### config.mk
export PLATFORM = sky130hd
export DESIGN_NAME = binary_to_bcd_conv
export DESIGN_NICKNAME = d
export VERILOG_FILES = /design/src/rtl/binary_to_bcd_conv.sv
export SDC_FILE = /design/constraint.sdc
export NUM_CORES = 1
export LEC_CHECK = 0
export BUFFER_PORTS_ARGS = -buffer_cell sky130_fd_sc_hd__buf_4
export CAP_MARGIN = 20
export CORE_AREA = 2 2 61 92
export DETAILED_ROUTE_END_ITERATION = 6
export DIE_AREA = 0 0 63 94
export PLACE_DENSITY = 0.77
export SLEW_MARGIN = 20
export SYNTH_ARGS = -nofsm -noshare
export SYNTH_HDL_FRONTEND = slang
export SYNTH_SLANG_ARGS = --single-unit
### constraint.sdc
create_clock -name clk -period 1.8 [get_ports clk]
set_input_delay 0.36 -clock clk [delete_from_list [all_inputs] [get_ports clk]]
set_output_delay 0.36 -clock clk [all_outputs]
set_load 0.01 [all_outputs]
### src/rtl/binary_to_bcd_conv.sv
// binary_to_bcd_conv: sequential 16-bit binary to 4-digit packed BCD (double dabble) with start/done handshake
module binary_to_bcd_conv (
  input  logic        clk,
  input  logic        rst_n,
  input  logic        start,
  input  logic [15:0] bin,
  output logic        busy,
  output logic        done,
  output logic [3:0]  bcd3,
  output logic [3:0]  bcd2,
  output logic [3:0]  bcd1,
  output logic [3:0]  bcd0,
  output logic        ovf
);
  typedef enum logic [1:0] {IDLE, SHIFT, DONE} state_t;
  state_t      state_q, state_d;
  logic [15:0] shift_q, shift_d;
  logic [19:0] scratch_q, scratch_d;
  logic [3:0]  cnt_q, cnt_d;
  logic [15:0] bcd_q, bcd_d;
  logic        ovf_q, ovf_d;
  logic        done_q, done_d;
  logic [19:0] adj;
  always_comb begin
    adj = scratch_q;
    for (int i = 0; i < 5; i++)
      adj[4*i+:4] = (scratch_q[4*i+:4] >= 4'd5) ? scratch_q[4*i+:4] + 4'd3 : scratch_q[4*i+:4];
  end
  always_comb begin
    state_d   = state_q;
    shift_d   = shift_q;
    scratch_d = scratch_q;
    cnt_d     = cnt_q;
    bcd_d     = bcd_q;
    ovf_d     = ovf_q;
    done_d    = 1'b0;
    case (state_q)
      IDLE: if (start) begin
        shift_d   = bin;
        scratch_d = '0;
        cnt_d     = '0;
        state_d   = SHIFT;
      end
      SHIFT: begin
        {scratch_d, shift_d} = {adj[18:0], shift_q, 1'b0};
        cnt_d   = cnt_q + 4'd1;
        state_d = (cnt_q == 4'd15) ? DONE : SHIFT;
      end
      DONE: begin
        bcd_d   = scratch_q[15:0];
        ovf_d   = |scratch_q[19:16];
        done_d  = 1'b1;
        state_d = IDLE;
      end
      default: state_d = IDLE;
    endcase
  end
  always_ff @(posedge clk or negedge rst_n) begin
    if (!rst_n) begin
      state_q   <= IDLE;
      shift_q   <= '0;
      scratch_q <= '0;
      cnt_q     <= '0;
      bcd_q     <= '0;
      ovf_q     <= 1'b0;
      done_q    <= 1'b0;
    end else begin
      state_q   <= state_d;
      shift_q   <= shift_d;
      scratch_q <= scratch_d;
      cnt_q     <= cnt_d;
      bcd_q     <= bcd_d;
      ovf_q     <= ovf_d;
      done_q    <= done_d;
    end
  end
  assign busy = (state_q != IDLE);
  assign done = done_q;
  assign {bcd3, bcd2, bcd1, bcd0} = bcd_q;
  assign ovf = ovf_q;
endmodule

==> metrics.md, run 1 <==
| Metric | Value |
|---|---|
| Diodes inserted | 0 |
| Setup Viol. Count Final | 0 |
| First-pass GRT wire length | 9310 um |
| Main flop type after synthesis | dfrtp_1 |
| CP endpoint kind | output pin |
| P_sw | between 2 and 2.5 mW |
| Leakage power | 1.66 nW |
| Synthesized area | between 2000 and 3000 um^2 |
| CTS H-Tree Depth | 3 |
| Maximum clock rate | between 500 and 600 MHz |
| Critical Path Start | state_q[1] |
| Slowest stage delay, CP | 0.51 ns |
| Syn-to-layout area delta | 19.0% |
| Post-detail-place hpwl | 3510 um |
| Total CTS buffers | 9 |
| Die X | 63 um |
| Clock latency on the worst-skew pair | 0.34 ns |
| Crit path capture | busy |
| Sequential fraction of the synthesis area | 53.1% |
| Reg clk slew, reported paths | 0.07 ns |
| Total core area | 5080 um^2 |
| Starting DRT DRC Count | 85 |
| Share of post-route cells with drive strength above 1 | 19.5% |
| Clock Skews | 0.00850 ns |
| VDD IR max | 895 uV |
| Max Buffers Root-to-Sink | 2 |
| Critical path buffers and inverters | 1 |
| Nets | approximately 350 |
| Pwr Density | 1790 nW/um^2 |
| Die height | 94 um |
| # IOs | 38 |
| Library cells used by synthesis | 34 |
| Worst setup SP type | register |
| Die footprint | 5920 um^2 |
| Synthesized flop and latch total | 60 |
| Routed Antenna Nets | 0 |
| Most common cell in the netlist | nand2_1 |
| Hold crit path type | in -> reg |
| Initial antenna violation count | 0 |
| Comb power frac | 43.3% |
| Final Max Tran Viols | 0 |
| Area post-placement | 3180 um^2 |
| Clk pwr share | 17.9% |
| Via-to-Cell Ratio | 5.37 |
| Crit path depth | 2 |
| Setup_tns | 0 ns |
| Hold Vio Cnt, Final | 0 |
| GRT overflow | 0 |
| Ys Warns | 0 |
| Initial core utilization | a little under three fifths |
| Top cell type's share of synthesized area | 53.1% |
| Leading area contributor after synthesis | dfrtp_1 |
| Cell area after layout | roughly 3400 um^2 |
| Status | finished clean |
| Cell count after synthesis | 283 |
| Syn Nets | 314 |
| Actual slew at the worst max-slew pin | 0.414 ns |
| Max Cap Viol | 0 |
| Setup CP Type | reg -> out |
| Reg-to-reg critical path endpoint | scratch_q[14] |
| Worst Reg-to-Reg Cells | 6 |
| CTS tree | built |
| Total Wirelength | 5250 um |
| GP Congestion | 0.845 |
| Critical path arrival | 1.33 ns |
| Number of synthesized flops with an enable pin | 0 |
| Rows | 32 |
| Tcrit/Tclk final | 93.8% |
| P_int | 3.75 mW |
| Reg power frac | 38.8% |
| Core Util, Final | 66.2% |
| Ranking of synthesized cells by area | dfrtp_1, nand2_1, ha_1 |
| Root Driver | clkbuf_8 |
| Synth cell count leaders | nand2_1, dfrtp_1, nor2_1 |
| Drt pass-1 iters | 4 |
| RSZ-0062 raised after global routing | false |
| Largest net degree at the start of global routing | 43 |
| Reg2reg start | scratch_q[13] |
| Power, Total | 6.01 mW |
| Num Clock Sinks | 60 |
| Vias | about 2100 |
| Max FO, Critical Path | 12 |
| Vias in the first global route | 2139 |
| # port buffers | 37 |
| Syn_area_per_cell | 10.0 um^2 |
| Crit path cell chain | or2_2 > buf_4 |
| DRC viols | 0 |
| GRT Util Overall | between 20% and 30% |
| Sw Share | 37.6% |
| Critical path data required time | 1.44 ns |
| Slowest cell on crit path | dfrtp_1 |
| Synth async-reset ratio | 100% |
| Slew HR | 72.4% |
| Family with the most delay on the worst path | flip-flops |
| R2R Setup Slk | 0.18 ns |
| Mean routed wirelength per cell | 13.3 um |
| Min Tclk post-route | 1.69 ns |
==> power by group through the flow <==
| stage | Combinational (mW) | Sequential (mW) | Clock, mW |
|---|---|---|---|
| 3_3_place_gp | 2.54 | 2.33 | 0 |
| 2_1_floorplan | 1.96 | 2.29 | 0 |
| 5_1_grt | 2.94 | 2.42 | 1.17 |
| 4_1_cts | 2.64 | 2.33 | 1.11 |
| 6_report | 2.60 | 2.33 | 1.08 |
| 3_5_place_dp | 2.62 | 2.35 | 0 |
==> layout make-up <==
cell class                      instances  area, um^2
Tap cell                               68        85.1
Sequential cell                        60        1500
Inverter                               11        41.3
Timing Repair Buffer                   45         390
Multi-Input combinational cell        196        1170
Fill cell                             412        1720
Clock inverter                          4        23.8
Clock buffer                           12         155
==> how the worst min path moves through the flow <==
stage	from	end	slack, ns	cells after the start
floorplan	rst_n	bcd_q[0]	0.06	0
global placement	rst_n	shift_q[9]	0.25	1
detailed placement	rst_n	shift_q[10]	0.26	1
CTS	bin[15]	shift_q[15]	0.27	3
global route	bin[5]	shift_q[5]	0.28	3
finish	bin[3]	shift_q[3]	0.28	3
==> flip-flops by register name (all words and copies together) (netlist names) <==
name	count
bcd_q	16
cnt_q	4
done	1
ovf	1
scratch_q	20
shift_q	16
state_q	2
==> per-layer routing <==
layer,routed length [um],vias up,track usage [%]
met5,0,-,0
met4,104,0,12.0
met3,208,8,5.76
met2,2620,41,34.0
met1,2320,1020,23.6
li1,-,1059,-
==> worst min-delay path: stages <==
cell,delay [ns]
buf_4,0.07
a21oi_1,0.05
o21ai_1,0.10
==> stage by stage <==
stage                     cells  hold slack [ns]  setup WS [ns]
after global routing        396            0.280         0.0440
after CTS                   396            0.266         0.0951
after global placement      379            0.252          0.334
final                       396            0.280          0.111
after detailed placement    379            0.256          0.240
after floorplan             283           0.0644          0.395
==> cell usage in the layout, fill, tap and decap left out, types with 2 or more instances in the layout <==
master / n
mux2i_1: 5
a31oi_1: 12
nor3_1: 2
a21oi_1: 10
o32ai_1: 3
o22ai_1: 6
nand2b_1: 7
nor2_2: 2
xor2_1: 3
nor2_1: 15
o21ai_0: 11
ha_1: 12
a22o_1: 7
buf_12: 4
xnor2_1: 5
inv_1: 10
nand2_1: 61
clkbuf_8: 11
a32o_1: 5
a22oi_1: 3
o31ai_1: 5
dfrtp_1: 60
clkinv_2: 3
buf_4: 40
nor2b_1: 5
o21ai_1: 9
==> repair_timing <==
action / CTS / global route
setup buffers: 0 / 0
hold buffers: 1 / 0
endpoints found under the hold margin: 18 / 0
resized for setup: 0 / 0
==> kinds of logic (layout without fill, tap and decap cells) <==
logic type      after synthesis  count (layout)  share of synthesized area [%]
compound gates               74              74                           17.2
xor+xnor                      8               8                           2.48
fa+ha+maj                    12              12                           5.30
buf+inv                      27              72                           5.57
flops                        60              60                           53.1
mux                           5               5                           1.77
simple gates                 97              97                           14.7
(Power assumes the default switching activity.)
==> run 2: changes to the inputs <==
Settings changed: CORE_AREA 2 2 61 92 to 2 2 74 76, DIE_AREA 0 0 63 94 to 0 0 76 78.
==> metrics.md, run 2 (same netlist as run 1, synthesis figures left out) <==
| Metric | Value |
|---|---|
| Mean routed wirelength per cell | 13.3 um (+0.45%) |
| Fill cells | 417 (+1.2%) |
| Storage element area | 1500 um^2 (unchanged) |
| Commonest cells after routing, fill and taps aside | nand2_1, dfrtp_1, buf_4, nor2_1 |
| Regs by FF count | scratch_q x20, bcd_q x16, shift_q x16 |
| Clk pwr share | 17.5% (-0.4 points) |
| Syn-to-layout area delta | 18.4% |
| Most common cell after layout, fill and taps aside | nand2_1 |
| P_sw | 2.27 mW (+0.37%) |
| Share of post-route cells with drive strength above 1 | 20.0% (+0.49 points) |
| GRT Util Overall | 19.3% (-1.3 points) |
| Area of the multi-input gates | 1170 um^2 (unchanged) |
| Core Util, Final | 66.5% (+0.21 points) |
| Max Buffers Root-to-Sink | 2 (unchanged) |
| Actual slew at the worst max-slew pin | 0.389 ns (-0.0254 ns) |
| Reg clk slew, reported paths | 0.06 ns (about the same) |
| Hold Vio Cnt, Final | 0 (unchanged) |
| Reg with most FFs | scratch_q |
| Post-CTS Resized | 0 (unchanged) |
| Clock Skews | 0.00917 ns (+0.000663 ns) |
| Area post-placement | 3170 um^2 (-0.24%) |
| CP endpoint kind | output pin |
| Drt pass-1 iters | 6 (+2) |
| Final Non-Filler Cells | 400 (+1.0%) |
| Final WS setup | 0.125 ns (+0.0139 ns) |
| First-pass GRT wire length | 8910 um (-4.2%) |
| Min Tclk post-route | 1.67 ns (-0.0139 ns) |
| GRT overflow | 0 (unchanged) |
| Die height | 78 um (-17%) |
| Routed Antenna Nets | 0 (unchanged) |
| Vias in the first global route | 1999 (-6.5%) |
| Die footprint | 5930 um^2 (+0.10%) |
| Hold crit path type | in -> reg |
| Dpl ws | 0.226 ns (-0.0142 ns) |
| Worst setup SP type | register |
| Critical path data required time | 1.44 ns (about the same) |
| CTS tree | built |
| Nets | 356 (+0.56%) |
| CTS H-Tree Depth | 3 (unchanged) |
| Setup CP Type | reg -> out |
| Vias | 2120 (-0.38%) |
| Die X | 76 um (+21%) |
| Num Clock Sinks | 60 (unchanged) |
| Reg power frac | 39.4% (+0.6 points) |
| # port buffers | 37 (unchanged) |
| # IOs | 38 (unchanged) |
| Slew HR | 74.1% (+1.7 points) |
| Max Cap Viol | 0 (unchanged) |
| Max reg flops | 20 (unchanged) |
| Comb power frac | 43.0% (-0.3 points) |
| Tcrit/Tclk final | 93.0% (-0.77 points) |
| Largest net degree at the start of global routing | 34 (-21%) |
| GP Congestion | 0.796 (-5.8%) |
| Cells after DPL | 383 (+1.1%) |
| Clock latency on the worst-skew pair | 0.34 ns (about the same) |
| Root Driver | clkbuf_8 |
| Initial core utilization | 56.1% (+0.47 points) |
| Diodes inserted | 0 (unchanged) |
| Max FO, Critical Path | 12 (unchanged) |
| Setup Viol. Count Final | 0 (unchanged) |
| P_int | 3.67 mW (-2.2%) |
| Post-detail-place hpwl | 3630 um (+3.4%) |
| Sw Share | 38.2% (+0.62 points) |
| RSZ-0062 raised after global routing | false |
| Total CTS buffers | 9 (unchanged) |
| Total Wirelength | 5320 um (+1.5%) |
| Leakage power | 1.65 nW (-0.42%) |
| Rows | 26 (-19%) |
| Via-to-Cell Ratio | 5.30 (-1.4%) |
| VDD IR max | 819 uV (-8.4%) |
| Cell area after layout | 3350 um^2 (-0.52%) |
| Setup_tns | 0 ns (unchanged) |
| DRC viols | 0 (unchanged) |
| Pwr Density | 1770 nW/um^2 (-0.73%) |
| Status | finished clean |
| Initial antenna violation count | 0 (unchanged) |
| Starting DRT DRC Count | 67 (-21%) |
| Final Max Tran Viols | 0 (unchanged) |
| Maximum clock rate | 597 MHz (+0.83%) |
| Critical path arrival | 1.31 ns (-0.02 ns) |
| Total core area | 5040 um^2 (-0.84%) |
[run 2: final timing paths]
kind / start / endpoint / slack (ns) / depth (start not counted)
max reg2reg: scratch_q[8] / scratch_q[10] / 0.18 / 6
min reg2reg: bcd_q[10] / bcd_q[10] / 0.48 / 2
max: state_q[1] / busy / 0.13 / 2
min in group asynchronous: rst_n / scratch_q[15] / 0.48 / 2
min: bin[14] / shift_q[14] / 0.28 / 3
max in group asynchronous: rst_n / shift_q[1] / 0.83 / 3
[run 2: per-stage QoR]
stage	total power, mW	hold slack [ns]
floorplan	4.25	0.0644
global placement	4.81	0.303
detailed placement	4.91	0.307
CTS	5.98	0.271
global route	6.43	0.282
finish	5.94	0.285
[run 2: power by group through the flow]
stage | combinational (mW) | clock (mW) | sequential (mW)
floorplan | 1.96 | 0 | 2.29
global placement | 2.48 | 0 | 2.33
detailed placement | 2.56 | 0 | 2.35
CTS | 2.58 | 1.07 | 2.34
global route | 2.88 | 1.13 | 2.42
finish | 2.56 | 1.04 | 2.34
[run 2: per-layer routing]
layer	vias up	part of all wire [%]	GRT usage (%)
li1	1056	-	-
met1	1006	47	24.2
met2	52	46	31.5
met3	6	4.8	5.47
met4	0	1.2	8.18
met5	-	0	0
[run 2: final cells by class]
| cell class | count | share of cell area, % |
|---|---|---|
| Sequential cell | 60 | 44.8 |
| Multi-Input combinational cell | 196 | 35.0 |
| Timing Repair Buffer | 47 | 11.4 |
| Clock buffer | 11 | 4.22 |
| Tap cell | 70 | 2.61 |
| Inverter | 11 | 1.23 |
| Clock inverter | 5 | 0.822 |
[run 2: critical path, cell delays in order, from the launching register on]
cell and delay [ns]:
dfrtp_1 0.51, or2_2 0.33, buf_4 0.14
[run 2: timing repair]
action | 4_1_cts | 5_1_grt
endpoints found under the hold margin | 27 | 0
hold buffers | 1 | 0
buffers inserted | 0 | 0
==> run 3: changes to the inputs <==
Settings changed: ABC_AREA set to 1, CORE_AREA 2 2 74 76 to 2 2 89 91, DIE_AREA 0 0 76 78 to 0 0 91 93, PLACE_DENSITY 0.77 to 0.57.
==> metrics.md, run 3 <==
| Metric | Value |
|---|---|
| Die footprint | 8460 um^2 (+43%) |
| Power, Total | 6.27 mW (+5.6%) |
| Critical path arrival | 1.10 ns (-0.21 ns) |
| Final Non-Filler Cells | 497 (+24%) |
| Leakage power | 1.78 nW (+7.8%) |
| Setup_tns | 0 ns (unchanged) |
| Core Util, Final | 46.0% (-20 points) |
| Syn Nets | 381 (+21%) |
| Cell area after layout | 3460 um^2 (+3.4%) |
| Main flop type after synthesis | dfrtp_1 |
| Initial antenna violation count | 0 (unchanged) |
| Num Clock Sinks | 60 (unchanged) |
| Hold crit path type | in -> reg |
| Clk pwr share | 16.9% (-0.6 points) |
| Top cell type's share of synthesized area | 51.7% (-1.3 points) |
| Most common cell after layout, fill and taps aside | nand2_1 |
| First-pass GRT wire length | 10300 um (+16%) |
| GRT overflow | 0 (unchanged) |
| Synth async-reset ratio | 100% (unchanged) |
| Most common cell in the netlist | nand2_1 |
| CTS tree | built |
| Share of post-route cells with drive strength above 1 | 15.9% (-4.1 points) |
| GRT Util Overall | 15.2% (-4.1 points) |
| Max Cap Viol | 0 (unchanged) |
| Commonest cells after routing, fill and taps aside | nand2_1, dfrtp_1, buf_4, inv_1, nand3_1 |
| Clock latency on the worst-skew pair | 0.34 ns (about the same) |
| Synthesized area | 2900 um^2 (+2.6%) |
| Actual slew at the worst max-slew pin | 0.492 ns (+0.103 ns) |
| Leading area contributor after synthesis | dfrtp_1 |
| # port buffers | 37 (unchanged) |
| Mean routed wirelength per cell | 11.8 um (-11%) |
| Total setup buffers inserted after CTS | 0 (unchanged) |
| GP Congestion | 0.820 (+3.0%) |
| Post-CTS Resized | 0 (unchanged) |
| Post-detail-place hpwl | 4020 um (+11%) |
| Total CTS buffers | 9 (unchanged) |
| Min Tclk post-route | 1.46 ns (-0.216 ns) |
| Reg with most FFs | scratch_q |
| CTS H-Tree Depth | 3 (unchanged) |
| Total Wirelength | 5870 um (+10%) |
| Total core area | 7530 um^2 (+49%) |
| Hold Vio Cnt, Final | 0 (unchanged) |
| Via-to-Cell Ratio | 4.76 (-10%) |
| Rows | 32 (+23%) |
| Slew HR | 67.2% (-6.9 points) |
| Setup CP Type | reg -> out |
| Pwr Density | 1810 nW/um^2 (+2.1%) |
| P_sw | 2.63 mW (+16%) |
| VDD IR max | 504 uV (-39%) |
| Diodes inserted | 0 (unchanged) |
| Status | finished clean |
| Nets | 422 (+19%) |
| Sw Share | 41.9% (+3.7 points) |
| Vias in the first global route | 2220 (+11%) |
| CP endpoint kind | output pin |
| Synth cell count leaders | nand2_1, dfrtp_1, inv_1, nand3_1, o21ai_1 |
| Max reg flops | 20 (unchanged) |
| Sequential fraction of the synthesis area | 51.7% (-1.3 points) |
| Max Buffers Root-to-Sink | 2 (unchanged) |
| Syn_area_per_cell | 8.29 um^2 (-17%) |
| Worst setup SP type | register |
| Reg power frac | 37.3% (-2.1 points) |
| # IOs | 38 (unchanged) |
| RSZ-0062 raised after global routing | false |
| Cell count after synthesis | 350 (+24%) |
| Setup Viol. Count Final | 0 (unchanged) |
| Die X | 91 um (+20%) |
| Max FO, Critical Path | 5 (-7) |
| Synthesized flop and latch total | 60 (unchanged) |
| Clock Skews | 0.00536 ns (-0.00380 ns) |
| Largest net degree at the start of global routing | 38 (+12%) |
| Number of synthesized flops with an enable pin | 0 (unchanged) |
| Library cells used by synthesis | 23 (-32%) |
| Routed Antenna Nets | 0 (unchanged) |
| Vias | 2365 (+12%) |
| P_int | 3.64 mW (-0.81%) |
| Regs by FF count | scratch_q x20, bcd_q x16, shift_q x16 |
| Drt pass-1 iters | 7 (+1) |
| Tcrit/Tclk final | 81.0% (-12 points) |
| Starting DRT DRC Count | 109 (+63%) |
| Ranking of synthesized cells by area | dfrtp_1, nand2_1, ha_1 |
| Initial core utilization | 38.6% (-18 points) |
| Ys Warns | 0 (unchanged) |
| Maximum clock rate | 686 MHz (+15%) |
| Area post-placement | 3280 um^2 (+3.6%) |
| DRC viols | 0 (unchanged) |
| Final Max Tran Viols | 0 (unchanged) |
| Reg clk slew, reported paths | 0.06 ns (about the same) |
| Cells after DPL | 481 (+26%) |
| Comb power frac | 45.7% (+2.7 points) |
| Die height | 93 um (+19%) |
| CTS Hold Buffers Added | 1 (unchanged) |
| Syn-to-layout area delta | 19.3% |
| Root Driver | clkbuf_8 |
| Critical path data required time | 1.44 ns (about the same) |
==> run 3: changes by cell type after synthesis, sizes merged, moves of 8 or more <==
cell	previous run	this run
nand2	61	106
nand3	1	28
o21ai	20	45
inv	11	32
a31oi	12	1
nand4	0	10
nor2	17	25
==> run 3: cell type report <==
| type | count | area (um^2) |
|---|---|---|
| clock buffers | 13 | 159 |
| clock inverters | 2 | 10.0 |
| fillers | 795 | 4060 |
| inverters | 32 | 120 |
| multi-input cells | 246 | 1200 |
| flip-flops and latches | 60 | 1500 |
| well taps | 102 | 128 |
| repair buffers | 42 | 343 |
==> run 3: power by group through the flow <==
stage               registers [mW]  logic (mW)  clock network, mW
finish                        2.34        2.87               1.06
global route                  2.43        3.35               1.15
CTS                           2.34        2.90               1.09
detailed placement            2.36        2.89                  0
global placement              2.35        2.86                  0
floorplan                     2.33        2.16                  0
==> run 3: cells by family (layout without fill, tap and decap cells) <==
family | Yosys count | in the layout | synth area share (%)
compound gates | 64 | 64 | 11.8
xor+xnor | 1 | 1 | 0.302
fa+ha+maj | 12 | 12 | 5.17
buf+inv | 44 | 89 | 6.85
flops | 60 | 60 | 51.7
simple gates | 169 | 169 | 24.2
==> run 3: critical path, stage by stage, from the launching register on <==
cell and delay [ns]:
dfrtp_1 0.43, nor2_1 0.14, inv_1 0.06, buf_4 0.14
==> run 3: path summary, 6_finish.rpt <==
path                       slack (ns)  cells past startpoint      endpoint       start
max                              0.34                      3          busy  state_q[0]
min                              0.23                      3    shift_q[0]      bin[0]
max reg2reg                      0.37                      5  scratch_q[4]  state_q[0]
min reg2reg                      0.48                      2    shift_q[0]  shift_q[0]
max in group asynchronous        0.85                      3    shift_q[5]       rst_n
min in group asynchronous        0.45                      2      bcd_q[6]       rst_n
==> run 3: metrics by stage <==
step           setup WS [ns]  hold WS, ns
2_1_floorplan          0.653       0.0644
5_1_grt                0.181        0.231
3_3_place_gp           0.417        0.289
3_5_place_dp           0.373        0.285
4_1_cts                0.346        0.222
6_report               0.342        0.225
==> run 3: metal layers <==
layer  vias to the layer above  GRT usage [%]  wire length, um
met1                      1072           21.5             3080
met4                         0           7.20               90
met5                         -              0                0
li1                       1222              -                -
met2                        61           22.6             2420
met3                        10           2.74              285
